File: src/rtl/clk_period_meter.sv
// Measures the period of a slow signal in clk_i cycles, averaged over 2^AVG_LOG2 periods.
// Define CLK_PERIOD_METER_DUTY_EN to add the averaged high-time output high_o.
module clk_period_meter #(
  parameter int unsigned COUNT_W     = 24,
  parameter int unsigned AVG_LOG2    = 2,
  parameter int unsigned SYNC_STAGES = 2
) (
  input  logic               clk_i,
  input  logic               rst_i,
  input  logic               clk_meas_i,
  input  logic               start_i,
  output logic               busy_o,
  output logic               valid_o,
  input  logic               ready_i,
  output logic [COUNT_W-1:0] period_o,
`ifdef CLK_PERIOD_METER_DUTY_EN
  output logic [COUNT_W-1:0] high_o,
`endif
  output logic               timeout_o
);

  localparam int unsigned ACC_W = COUNT_W + AVG_LOG2;
  localparam int unsigned IDX_W = AVG_LOG2 + 1;
  localparam logic [COUNT_W-1:0] CNT_MAX  = '1;
  localparam logic [IDX_W-1:0]   IDX_LAST = IDX_W'((1 << AVG_LOG2) - 1);

  typedef enum logic [1:0] {ST_IDLE, ST_ARM, ST_MEASURE, ST_DONE} state_t;

  state_t                   state_q;
  logic [SYNC_STAGES-1:0]   sync_q;
  logic                     hist_q;
  logic                     edge_q;
  logic [COUNT_W-1:0]       cnt_q;
  logic [ACC_W-1:0]         acc_q;
  logic [IDX_W-1:0]         idx_q;
  logic                     busy_q;
  logic                     valid_q;
  logic                     timeout_q;
  logic [COUNT_W-1:0]       period_q;

  logic [COUNT_W-1:0]       cnt_d;
  logic [COUNT_W:0]         sample;
  logic [ACC_W-1:0]         acc_d;

  // Edge is registered so hist_q is the input level aligned with edge_q.
  always_ff @(posedge clk_i or posedge rst_i) begin
    if (rst_i) begin
      sync_q <= '0;
      hist_q <= 1'b0;
      edge_q <= 1'b0;
    end else begin
      sync_q <= {sync_q[SYNC_STAGES-2:0], clk_meas_i};
      hist_q <= sync_q[SYNC_STAGES-1];
      edge_q <= sync_q[SYNC_STAGES-1] & ~hist_q;
    end
  end

  always_comb begin
    cnt_d  = cnt_q + COUNT_W'(1);
    sample = {1'b0, cnt_q} + (COUNT_W+1)'(1);
    acc_d  = acc_q + ACC_W'(sample);
  end

`ifdef CLK_PERIOD_METER_DUTY_EN
  logic [COUNT_W-1:0] hcnt_q;
  logic [ACC_W-1:0]   hacc_q;
  logic [COUNT_W-1:0] high_q;
  logic [COUNT_W:0]   hsample;
  logic [ACC_W-1:0]   hacc_d;

  always_comb begin
    hsample = {1'b0, hcnt_q} + (COUNT_W+1)'(hist_q);
    hacc_d  = hacc_q + ACC_W'(hsample);
  end

  always_ff @(posedge clk_i or posedge rst_i) begin
    if (rst_i) begin
      hcnt_q <= '0;
      hacc_q <= '0;
      high_q <= '0;
    end else begin
      case (state_q)
        ST_IDLE: begin
          if (start_i) begin
            hcnt_q <= '0;
            hacc_q <= '0;
          end
        end
        ST_ARM: begin
          if (edge_q) begin
            hcnt_q <= '0;
          end else if (cnt_d == CNT_MAX) begin
            high_q <= hist_q ? '1 : '0;
          end
        end
        ST_MEASURE: begin
          if (edge_q) begin
            hacc_q <= hacc_d;
            hcnt_q <= '0;
            if (idx_q == IDX_LAST) high_q <= hacc_d[ACC_W-1:AVG_LOG2];
          end else if (cnt_d == CNT_MAX) begin
            high_q <= hist_q ? '1 : '0;
          end else if (hist_q) begin
            hcnt_q <= hcnt_q + COUNT_W'(1);
          end
        end
        default: ;
      endcase
    end
  end

  assign high_o = high_q;
`endif

  always_ff @(posedge clk_i or posedge rst_i) begin
    if (rst_i) begin
      state_q   <= ST_IDLE;
      cnt_q     <= '0;
      acc_q     <= '0;
      idx_q     <= '0;
      busy_q    <= 1'b0;
      valid_q   <= 1'b0;
      timeout_q <= 1'b0;
      period_q  <= '0;
    end else begin
      case (state_q)
        ST_IDLE: begin
          if (start_i) begin
            state_q <= ST_ARM;
            cnt_q   <= '0;
            acc_q   <= '0;
            idx_q   <= '0;
            busy_q  <= 1'b1;
          end
        end
        ST_ARM: begin
          if (edge_q) begin
            state_q <= ST_MEASURE;
            cnt_q   <= '0;
          end else if (cnt_d == CNT_MAX) begin
            state_q   <= ST_DONE;
            cnt_q     <= cnt_d;
            busy_q    <= 1'b0;
            valid_q   <= 1'b1;
            timeout_q <= 1'b1;
            period_q  <= '1;
          end else begin
            cnt_q <= cnt_d;
          end
        end
        ST_MEASURE: begin
          // Edge takes priority over a timeout in the same cycle.
          if (edge_q) begin
            acc_q <= acc_d;
            cnt_q <= '0;
            idx_q <= idx_q + IDX_W'(1);
            if (idx_q == IDX_LAST) begin
              state_q   <= ST_DONE;
              busy_q    <= 1'b0;
              valid_q   <= 1'b1;
              timeout_q <= 1'b0;
              period_q  <= acc_d[ACC_W-1:AVG_LOG2];
            end
          end else if (cnt_d == CNT_MAX) begin
            state_q   <= ST_DONE;
            cnt_q     <= cnt_d;
            busy_q    <= 1'b0;
            valid_q   <= 1'b1;
            timeout_q <= 1'b1;
            period_q  <= '1;
          end else begin
            cnt_q <= cnt_d;
          end
        end
        ST_DONE: begin
          if (ready_i) begin
            state_q <= ST_IDLE;
            valid_q <= 1'b0;
          end
        end
        default: state_q <= ST_IDLE;
      endcase
    end
  end

  assign busy_o    = busy_q;
  assign valid_o   = valid_q;
  assign timeout_o = timeout_q;
  assign period_o  = period_q;

endmodule

File: config.mk
export PLATFORM = sky130hd
export DESIGN_NAME = clk_period_meter
export DESIGN_NICKNAME = d
export VERILOG_FILES = /design/src/rtl/clk_period_meter.sv
export SDC_FILE = /design/constraint.sdc
export NUM_CORES = 1
export LEC_CHECK = 0
export ABC_CLOCK_PERIOD_IN_PS = 3600
export CAP_MARGIN = 20
export CORE_MARGIN = 5
export CORE_UTILIZATION = 35
export CTS_CLUSTER_DIAMETER = 120
export CTS_CLUSTER_SIZE = 25
export DETAILED_ROUTE_END_ITERATION = 8
export SYNTH_ARGS = -nofsm -noshare
export SYNTH_HDL_FRONTEND = slang
export SYNTH_SLANG_ARGS = --single-unit
File: constraint.sdc
create_clock -name clk_i -period 3.6 [get_ports clk_i]
set_input_delay 0.9 -clock clk_i [delete_from_list [all_inputs] [get_ports clk_i]]
set_output_delay 0.9 -clock clk_i [all_outputs]
set_load 0.01 [all_outputs]
==> impl_metrics.json <==
{
  "status": "finished, final reports clean",
  "drtAntennaViolNets": 0,
  "layout.cells.most_common": "dfrtp_1",
  "detail_route.vias_per_cell": 5.835,
  "cts_inserted_buffers": 9,
  "yosysUniqueCellTypes": 64,
  "ys.flop_type": "dfrtp_1",
  "gp_congestion": 0.9084,
  "fillers": 1478,
  "grt_pass1_wl_mm": 22.76,
  "ir_worst_vdd_mv": 0.4338,
  "path_class": "flip-flop to flip-flop",
  "post-route-util_pct": 40.85,
  "drt-initial-drc-count": 342,
  "worstMarginPinSlew_ns": 0.5846,
  "antenna_found_initial": 0,
  "clkSinkCount": 86,
  "worst_slew_margin_rel_pct": 60.98,
  "netlist_instances": 563,
  "core-area_sq_um": 15090,
  "hold_ws_ns": 0.3559,
  "drv_slew": 0,
  "diodes": 0,
  "clock_latency_ns": 0.35,
  "setup_tns_ns": 0,
  "endpoint_kind": "flip-flop",
  "p_per_area_nw_per_um2": 538.3,
  "io_buffers": 31,
  "placed_cells": 764,
  "skew_ns": 0.008009,
  "cp.required_ns": 3.87,
  "start_util_pct": 35.46,
  "gr-total-overflow": 0,
  "cp.arrival_ns": 3.44,
  "wl_met3_microns": 556,
  "grt.total_usage_pct": 15.59,
  "grt_max_degree": 56,
  "hpwl_mm": 9.704,
  "hold_viol_final": 0,
  "finalNonFillerCells": 780,
  "wl_met2_mm": 6.288,
  "num_vias": 4551,
  "cp-start-kind": "flip-flop",
  "placed_cell_area_sq_um": 5857,
  "synth.cell_area_sq_um": 5350,
  "root_buffer": "clkbuf_16",
  "finalSetupViolCount": 0,
  "path_max_fanout": 16,
  "hp-class": "flip-flop to flip-flop",
  "period_share_pct": 87.97,
  "cts_post_setup_buffers_inserted": 0,
  "ys_top_cells_by_area": "dfrtp_1 (40%), ha_1 (8.2%), o21ai_0 (5.1%), a22o_1 (3.9%), o22a_1 (3.8%)",
  "yosysSeqAreaShare_pct": 40.22,
  "area_delta_synth_final_pct": 15.22,
  "synth-seq-cells": 86,
  "setup_ws_ns": 0.4331,
  "final_cell_area_sq_um": 6165,
  "wl_met1_mm": 6.548,
  "power_leakage_nw": 2.667,
  "routed_wl_mm": 13.53,
  "holdBufCountCts": 0,
  "wl_per_cell_microns": 17.34,
  "final_cell_mix": "dfrtp_1 (86), o21ai_0 (55), nand2_1 (44)",
  "grt_pass1_vias": 4366,
  "synth_nets": 604,
  "cts_buffer_depth": 2,
  "drtPass1Iterations": 5,
  "fmax_mhz": 315.8,
  "synth_top_area_share_pct": 40.22,
  "finalPower_mw": 3.319,
  "drive_gt1_share_pct": 6.757,
  "pre_cts_ws_ns": 0.4645,
  "rsz0062_at_grt": "false",
  "syn-mean-instance-area_sq_um": 9.503,
  "dieArea_sq_um": 17860,
  "synth-warning-count": 0,
  "htreeDepth": 3,
  "cts_tree": "built",
  "finalNetCount": 628,
  "cap_violations": 0,
  "yosysTopAreaCell": "dfrtp_1",
  "cts_resized": 0,
  "io-pin-count": 32,
  "synth-edff-count": 0,
  "die_h_microns": 133.6,
  "die_x_microns": 133.6,
  "path_clk_slew_ns": 0.07,
  "layout_min_cycle_time_ns": 3.167,
  "async_reset_ff_share_pct": 100.0,
  "topRoutingLayerUsed": "met4",
  "drc_errors": 0,
  "std_cell_rows": 45
}
-- logic make-up after synthesis --
family / after synthesis / synth area share [%]
AOI/OAI and AO/OA: 205 / 26.52
adders and majority gates: 36 / 8.559
buffers and inverters: 44 / 3.835
and+or+nand+nor: 166 / 16.58
xor gates and xnor gates: 25 / 4.093
muxes: 1 / 0.1871
DFF: 86 / 40.22
-- power breakdown --
group	switching (mW)	internal [mW]
Clock	0.423	0.548
Combinational	0.590	0.511
Sequential	0.116	1.13
-- metal layers --
metal,up-vias,global-route usage (%)
li1,2176,-
met1,2260,21.34
met2,103,25.34
met3,12,3.172
met4,0,3.943
met5,-,0
-- Yosys cell counts (16+ instances only) --
| master | instances |
|---|---|
| a21oi_1 | 23 |
| a22o_1 | 24 |
| clkbuf_1 | 19 |
| dfrtp_1 | 86 |
| ha_1 | 35 |
| inv_1 | 16 |
| nand2_1 | 44 |
| nand3_1 | 17 |
| nor2_1 | 26 |
| o21ai_0 | 55 |
| o22a_1 | 23 |
| xnor2_1 | 17 |
-- area by class of cell --
| type | count | area [sq um] | share of cell area (%) |
|---|---|---|---|
| well taps | 188 | 235.2 | 3.816 |
| clock inverters | 7 | 82.58 | 1.340 |
| flip-flops and latches | 86 | 2152 | 34.91 |
| repair buffers | 41 | 410.4 | 6.657 |
| clock buffers | 9 | 225.2 | 3.653 |
| multi-input cells | 433 | 2998 | 48.63 |
| inverters | 16 | 61.31 | 0.9945 |
-- worst max-delay path, stage by stage, from the launching register on --
cell	delay [ns]
dfrtp_1	0.53
and3_1	0.44
nand3_4	0.16
or4_1	0.55
a222oi_1	0.33
nand3_1	0.25
o21ai_4	0.40
buf_12	0.21
o22ai_1	0.08
a21oi_1	0.12
-- state kept, by name, summed over array words and instances (netlist names) --
signal     count
acc_q         26
busy_o         1
cnt_q         24
edge_q         1
hist_q         1
idx_q          3
period_o      24
state_q        2
sync_q         2
timeout_o      1
valid_o        1
-- worst paths after layout --
path / startpoint / to / slack, ns / cells after the start
hold / removal: sync_q[0] / sync_q[1] / 0.36 / 0
setup / recovery: cnt_q[6] / period_o[22] / 0.43 / 9
hold reg to reg: sync_q[0] / sync_q[1] / 0.36 / 0
max in group asynchronous: rst_i / cnt_q[3] / 1.98 / 3
min in group asynchronous: rst_i / edge_q / 0.92 / 2
setup reg to reg: cnt_q[6] / period_o[22] / 0.43 / 9
(Power assumes the default switching activity.)
